<file path="src/rtl/fetch_unit_pkg.sv">
// Shared instruction-bus and fetch-FSM types used by fetch_unit and its bench.
package defs;

    typedef struct packed {
        logic        valid;
        logic [31:0] addr;
    } ibus_req_t;

    typedef struct packed {
        logic        addr_ok;
        logic        data_ok;
        logic [31:0] data;
    } ibus_resp_t;

    typedef enum logic [1:0] {
        IDLE  = 2'd0,
        ADDR  = 2'd1,
        DATA  = 2'd2,
        DRAIN = 2'd3
    } fetch_state_t;

    function automatic logic is_misaligned(input logic [31:0] a);
        return (a[1:0] != 2'b00);
    endfunction

endpackage

</file>
<file path="src/rtl/fetch_unit.sv">
// Single-word instruction fetch over a split address/data handshake bus.
// Optional macro FETCH_ALIGN_CHECK_EN rejects misaligned PCs with a faulted done.
//
//   state | meaning
//   IDLE  | waiting for start; done pulses here
//   ADDR  | request on bus, waiting for addr_ok
//   DATA  | address accepted, waiting for data_ok
//   DRAIN | flushed; waiting for data_ok to discard it
module fetch_unit
    import defs::*;
#(
    parameter logic [31:0] RESET_INSTR = 32'h0000_0000
) (
    input  logic        clk,
    input  logic        resetn,
    input  logic        start,
    input  logic [31:0] pc,
    input  logic        flush,
    output ibus_req_t   ireq,
    input  ibus_resp_t  iresp,
    output logic        busy,
    output logic        done,
    output logic [31:0] instr,
    output logic        fault
);

    fetch_state_t state_q, state_d;
    logic [31:0]  addr_q, addr_d;
    logic [31:0]  instr_q, instr_d;
    logic         done_q, done_d;
    logic         flushed_q, flushed_d;
`ifdef FETCH_ALIGN_CHECK_EN
    logic         fault_q, fault_d;
`endif

    logic abandon;
    assign abandon = flushed_q | flush;

    always_comb begin
        state_d   = state_q;
        addr_d    = addr_q;
        instr_d   = instr_q;
        flushed_d = flushed_q;
        done_d    = 1'b0;
`ifdef FETCH_ALIGN_CHECK_EN
        fault_d   = 1'b0;
`endif
        case (state_q)
            IDLE: begin
                if (start && !flush) begin
`ifdef FETCH_ALIGN_CHECK_EN
                    if (is_misaligned(pc)) begin
                        done_d  = 1'b1;
                        fault_d = 1'b1;
                        instr_d = RESET_INSTR;
                    end else begin
                        addr_d    = pc;
                        flushed_d = 1'b0;
                        state_d   = ADDR;
                    end
`else
                    addr_d    = pc;
                    flushed_d = 1'b0;
                    state_d   = ADDR;
`endif
                end
            end
            ADDR: begin
                // A flush here cannot retract the request; remember it until addr_ok.
                if (iresp.addr_ok) begin
                    if (iresp.data_ok) begin
                        state_d = IDLE;
                        if (!abandon) begin
                            instr_d = iresp.data;
                            done_d  = 1'b1;
                        end
                    end else begin
                        state_d = abandon ? DRAIN : DATA;
                    end
                    flushed_d = 1'b0;
                end else if (flush) begin
                    flushed_d = 1'b1;
                end
            end
            DATA: begin
                if (iresp.data_ok) begin
                    state_d = IDLE;
                    if (!flush) begin
                        instr_d = iresp.data;
                        done_d  = 1'b1;
                    end
                end else if (flush) begin
                    state_d = DRAIN;
                end
            end
            DRAIN: begin
                if (iresp.data_ok) state_d = IDLE;
            end
            default: state_d = IDLE;
        endcase
    end

    always_ff @(posedge clk) begin
        if (!resetn) begin
            state_q   <= IDLE;
            addr_q    <= 32'h0;
            instr_q   <= RESET_INSTR;
            done_q    <= 1'b0;
            flushed_q <= 1'b0;
`ifdef FETCH_ALIGN_CHECK_EN
            fault_q   <= 1'b0;
`endif
        end else begin
            state_q   <= state_d;
            addr_q    <= addr_d;
            instr_q   <= instr_d;
            done_q    <= done_d;
            flushed_q <= flushed_d;
`ifdef FETCH_ALIGN_CHECK_EN
            fault_q   <= fault_d;
`endif
        end
    end

    assign ireq.valid = (state_q == ADDR);
    assign ireq.addr  = addr_q;
    assign busy       = (state_q != IDLE);
    assign done       = done_q;
    assign instr      = instr_q;
`ifdef FETCH_ALIGN_CHECK_EN
    assign fault      = fault_q;
`else
    assign fault      = 1'b0;
`endif

endmodule

</file>
<file path="config.mk">
export PLATFORM = sky130hd
export DESIGN_NAME = fetch_unit
export DESIGN_NICKNAME = d
export VERILOG_FILES = /design/src/rtl/fetch_unit_pkg.sv /design/src/rtl/fetch_unit.sv
export SDC_FILE = /design/constraint.sdc
export NUM_CORES = 1
export LEC_CHECK = 0
export CORE_ASPECT_RATIO = 0.5
export CORE_UTILIZATION = 55
export DETAILED_ROUTE_END_ITERATION = 7
export DONT_BUFFER_PORTS = 1
export PLACE_DENSITY = 0.7
export RECOVER_POWER = 100
export SYNTH_ARGS = -nofsm -noshare
export SYNTH_HDL_FRONTEND = slang
export SYNTH_SLANG_ARGS = --single-unit
</file>
<file path="constraint.sdc">
create_clock -name clk -period 2.8 [get_ports clk]
set_input_delay 0.56 -clock clk [delete_from_list [all_inputs] [get_ports clk]]
set_output_delay 0.56 -clock clk [all_outputs]
set_load 0.01 [all_outputs]
</file>
==> flow_summary_export.csv, run 1 <==
group,metric,value,unit
outcome,outcome,"complete, no violations",
clocking,cts_tree,"built",
grt,overflow,0,
place,dp_hpwl,3.63,mm
logic_synthesis,synth_edf_count,0,
routing,drc,0,
sta,drv_slew,0,
sta,timing.fmax,518,MHz
grt,grtUsageTotal,19.2,%
power,clockPowerShare,38.3,%
logic_synthesis,synth_top_area_share,47.8,%
place,gp_congestion,0.740,
routing,dr.pass1.iters,5,
logic_synthesis,syn_area,0.00285,mm²
critical_path,crit_buf_inv,3,
sta,hold_violations,0,
routing,wl_per_cell,13.9,µm
critical_path,crit_fanout,32,
grt,antenna_found_initial,0,
routing,drt-initial-drc-count,70,
critical_path,cp-start-kind,"register",
final_layout,area_growth,0.967,%
logic_synthesis,synth_cell_types,33,
final_layout,antennaDiodeCount,0,
critical_path,endpoint_kind,"register",
min_path,hold_class,"in -> reg",
power,p_leak,0.00100,µW
grt,grt_max_degree,102,
final_layout,nFillCells,465,
floorplan,die_x,104,µm
power,p_sw,519,µW
logic_synthesis,synthTopCellsByCount,"nand2_1, dfxtp_1, o21ai_2",
floorplan,dieArea,0.00549,mm²
logic_synthesis,syn_nets,392,
power,ir_worst_vdd,0.268,mV
routing,vias,2051,
logic_synthesis,yosysTopAreaCell,"dfxtp_1",
sta,finalCriticalPeriod,1930,ps
critical_path,slowest_stage,"clkbuf_2",
logic_synthesis,yosysSeqAreaShare,47.8,%
run,max_cap_violations,0,
routing,antenna_left,0,
sta,slew_headroom,59.7,%
final_layout,fin_cells,383,
final_layout,finish.utilization,58.0,%
clocking,worstSkewPairLatency,340,ps
sta,period_share,69.0,%
logic_synthesis,yosysMostFrequentCell,"nand2_1",
power,p_int,1480,µW
power,swShare,25.9,%
sta,tightestPinTransition,604,ps
logic_synthesis,synthArstFlopShare,0,%
logic_synthesis,synth_warnings,0,
sta,finalSetupTns,0,ps
floorplan,initial_utilization,57.5,%
logic_synthesis,synth.avg_cell_area,8.96,µm²
final_layout,final_layout_size_suffix_gt1_share,11.5,%
floorplan,die_h,52.9,µm
logic_synthesis,ys.flop_type,"dfxtp_1",
logic_synthesis,synth.area.top_cells,"dfxtp_1, nand2_1, o21ai_2",
critical_path,path_class,"reg -> reg",
clocking,root_buffer,"clkbuf_8",
critical_path,critical-path-max-stage-delay,480,ps
grt,first_global_vias,1815,
power,p_seq_share,53.5,%
critical_path,path_common_cell,"inv_1",
place,dp.cells,367,
sta,setup-violations-final,0,
clocking,postCtsHoldBufs,0,
critical_path,cp_cell_sequence,"inv_1, ha_1, inv_1, or2_1, clkbuf_2, nand2_1, a21boi_0",
critical_path,cp.arrival,2180,ps
clocking,ctsResizeCount,0,
final_layout,nNetsFinal,382,
power,comb_power_share,8.3,%
clocking,post_cts_buffers,0,
logic_synthesis,ys_seq_elements,68,
logic_synthesis,syn_inst,318,
floorplan,core_area,0.00495,mm²
power,power_density,696,mW/mm²
critical_path,cp.required,3050,ps
clocking,cts_buffer_depth,2,
clocking,cts_buffers,9,
floorplan,rows,18,
sta,grt_setup_unrepaired,"false",
floorplan,num_io_pins,138,
critical_path,critPathTopFamily,"buffers and inverters",
clocking,clk_pin_slew,70,ps
routing,routed_wl,5.33,mm
routing,via_per_inst,5.36,
clocking,cts.sinks,68,
clocking,htree_levels,3,
sta,clock_skew,4.62,ps
grt,grt_pass1_wl,8.02,mm
place,io_buffers,0,
-- metal layers --
layer / track usage (%) / routed length [µm] / up-vias
met2: 34.8 / 2610 / 82
met5: 0 / 0 / -
met3: 9.11 / 522 / 7
met1: 19.4 / 2140 / 925
met4: 9.52 / 59 / 0
li1: - / - / 1037
-- metrics by stage --
step / hold slack, ps / worst slack (ps) / cell area, µm² / power, µW
2_1_floorplan: 473 / 1220 / 2850 / 1270
3_5_place_dp: 496 / 910 / 2790 / 1270
6_report: 346 / 869 / 2880 / 2000
4_1_cts: 317 / 903 / 2980 / 2040
5_1_grt: 324 / 599 / 2880 / 2100
3_3_place_gp: 486 / 1010 / 2790 / 1260
-- state kept, by name (all words and copies together) (netlist names) --
signal	flops
flushed_q	1
done	1
addr_q	32
state_q	2
instr	32
-- worst paths after layout --
path | from | end | slack (ps) | depth (start not counted)
setup reg to reg | state_q[0] | addr_q[29] | 870 | 7
hold reg to reg | addr_q[16] | addr_q[16] | 510 | 2
setup / recovery | state_q[0] | addr_q[29] | 870 | 7
hold / removal | iresp[15] | instr[15] | 350 | 2
-- power by group through the flow --
stage                     Clock [µW]  Sequential (µW)  Combinational, µW
after floorplan                    0             1080                185
after global placement             0             1090                171
after detailed placement           0             1090                180
after CTS                        792             1070                180
after global routing             830             1080                192
final                            766             1070                165
-- cell type report --
type	count	area (µm²)	share of cell area (%)
Timing Repair Buffer	4	25.0	0.870
Tap cell	70	87.6	3.05
Sequential cell	68	1360	47.3
Clock inverter	7	67.6	2.35
Multi-Input combinational cell	221	1190	41.6
Inverter	4	15.0	0.522
Clock buffer	9	124	4.31
-- kinds of logic after synthesis --
family | share of synthesized area (%)
simple gates | 22.8
compound gates | 20.8
flops | 47.8
buf+inv | 6.68
fa+ha+maj | 1.76
other cells | 0.132
-- cell usage in the layout (no fill, tap or decap), drive strengths merged --
cell type,count
buf,2
clkbuf,11
o21ai,33
nand2,98
o21bai,2
a21o,1
clkinvlp,3
nor3,1
a21boi,32
and3,1
dfxtp,68
o311ai,1
or2b,1
conb,1
o221a,1
o22ai,1
clkinv,3
nand3,32
inv,4
ha,4
or2,1
bufinv,1
nor2,1
nand2b,4
nand3b,2
a21oi,3
a211oi,1
Note: power is estimated with default switching activity, not from simulation.
==> run 2: changes to the inputs <==
==> constraint.sdc (replaced) <==
create_clock -name clk -period 1.9 [get_ports clk]
set_input_delay 0.38 -clock clk [delete_from_list [all_inputs] [get_ports clk]]
set_output_delay 0.38 -clock clk [all_outputs]
set_load 0.01 [all_outputs]
==> run 2 against run 1 <==
Clock power increased by 32%. Critical path depth unchanged. Register-to-register slack got worse by 650 ps. Core utilization increased by 0.58 points.
==> flow_summary_export.csv, run 2 (synthesis results as in run 1) <==
group,metric,value,unit
outcome,outcome,"complete, no violations",
critical_path,crit_fanout,36,
critical_path,cp.arrival,1940,ps
clocking,cts_buffers,9,
sta,hold_violations,0,
grt,grtUsageTotal,18.4,%
clocking,cts_tree,"built",
sta,finalSetupTns,0,ps
power,p_seq_share,55.3,%
final_layout,antennaDiodeCount,0,
power,p_int,2140,µW
grt,grt_pass1_wl,7.76,mm
clocking,htree_levels,3,
sta,grt_setup_unrepaired,"false",
floorplan,die_h,52.9,µm
critical_path,startpoint,"state_q[1]",
sta,clock_skew,5.92,ps
final_layout,fin_cells,382,
critical_path,endpoint_kind,"register",
clocking,ctsResizeCount,0,
clocking,clk_pin_slew,70,ps
routing,antenna_left,0,
clocking,postCtsHoldBufs,0,
place,dp_hpwl,3.47,mm
final_layout,final_cell_mix,"nand2_1, dfxtp_1, nand3_1, a21boi_0, o21ai_0",
sta,period_share,88.6,%
clocking,cts.sinks,68,
routing,wl_per_cell,13.4,µm
critical_path,cp.required,2150,ps
floorplan,num_io_pins,138,
sta,timing.fmax,594,MHz
routing,via_per_inst,5.25,
routing,vias,2005,
critical_path,cp-start-kind,"register",
grt,first_global_vias,1745,
critical_path,worstReg2RegEnd,"instr[24]",
sta,drv_slew,0,
final_layout,final_layout_size_suffix_gt1_share,11.2,%
floorplan,die_x,104,µm
routing,drt-initial-drc-count,108,
floorplan,dieArea,0.00549,mm²
power,clockPowerShare,35.5,%
place,dp.cells,367,
power,ir_worst_vdd,0.394,mV
clocking,post_cts_buffers,0,
place,gp_congestion,0.770,
clocking,cts_buffer_depth,2,
routing,drc,0,
critical_path,worstRegToRegCells,7,
power,p_sw,716,µW
grt,grt_max_degree,102,
routing,dr.pass1.iters,4,
critical_path,path_class,"reg -> reg",
power,power_density,983,mW/mm²
critical_path,crit_path_end,"instr[24]",
power,swShare,25.1,%
place,io_buffers,0,
floorplan,rows,18,
grt,overflow,0,
grt,antenna_found_initial,0,
min_path,hold_class,"in -> reg",
final_layout,final_common_cell,"nand2_1",
final_layout,area_growth,1.98,%
clocking,root_buffer,"clkbuf_8",
floorplan,core_area,0.00495,mm²
critical_path,r2r_slack,220,ps
sta,finalCriticalPeriod,1680,ps
final_layout,nNetsFinal,382,
run,max_cap_violations,0,
power,p_leak,0.00102,µW
critical_path,r2r_start,"state_q[1]",
sta,setup-violations-final,0,
floorplan,initial_utilization,57.5,%
power,comb_power_share,9.1,%
clocking,worstSkewPairLatency,330,ps
routing,routed_wl,5.12,mm
## run 2: power groups by stage
stage	Sequential [µW]	Combinational, µW	Clock [µW]
after floorplan	1600	273	0
after global placement	1610	266	0
after detailed placement	1610	277	0
after CTS	1580	278	1050
after global routing	1590	297	1120
final	1580	261	1010
## run 2: area by class of cell
type / count / area (µm²)
multi-input cells: 221 / 1200
repair buffers: 4 / 67.6
clock buffers: 13 / 159
flip-flops and latches: 68 / 1360
well taps: 70 / 87.6
fillers: 480 / 2050
inverters: 4 / 15.0
clock inverters: 2 / 10.0
## run 2: worst min-delay path by stage
| stage | from | depth (start not counted) | slack [ps] | to |
|---|---|---|---|---|
| 5_1_grt | iresp[31] | 2 | 150 | instr[31] |
| 4_1_cts | iresp[22] | 2 | 150 | instr[22] |
| 6_report | iresp[31] | 2 | 170 | instr[31] |
| 3_3_place_gp | instr[12] | 2 | 490 | instr[12] |
| 2_1_floorplan | instr[12] | 2 | 470 | instr[12] |
| 3_5_place_dp | instr[12] | 2 | 490 | instr[12] |
## run 2: worst max-delay path, cell delays in order (launching register included)
cell and delay (ps):
dfxtp_1 340, inv_1 80, ha_1 320, nand3b_1 220, a21oi_4 240, buf_12 210, nand3_1 100, o21ai_0 80
## run 2: stage by stage
stage | util [%] | setup WS, ps | cell area, µm² | hold slack [ps] | total power, µW
CTS | 60.5 | 173 | 3000 | 150 | 2900
floorplan | - | 325 | 2850 | 473 | 1870
global route | 58.6 | 51.5 | 2900 | 151 | 3000
finish | 58.6 | 216 | 2900 | 169 | 2850
detailed placement | 57.1 | 195 | 2830 | 488 | 1890
global placement | 57.1 | 293 | 2830 | 485 | 1880
## run 2: routing by layer
| layer | GRT usage, % | routed length [µm] | vias up |
|---|---|---|---|
| met5 | 0 | 0 | - |
| met1 | 19.2 | 2160 | 893 |
| met2 | 31.9 | 2370 | 75 |
| met4 | 7.14 | 54 | 0 |
| li1 | - | - | 1030 |
| met3 | 10.2 | 535 | 7 |
==> run 3: changes to the inputs <==
--- a/config.mk
+++ b/config.mk
@@ -5,6 +5,7 @@
 export SDC_FILE = /design/constraint.sdc
 export NUM_CORES = 1
 export LEC_CHECK = 0
+export CAP_MARGIN = 20
 export CORE_ASPECT_RATIO = 0.5
 export CORE_UTILIZATION = 55
 export DETAILED_ROUTE_END_ITERATION = 7
==> results of run 3 <==
Final layout, timing and power as in run 2 (identical DEF).
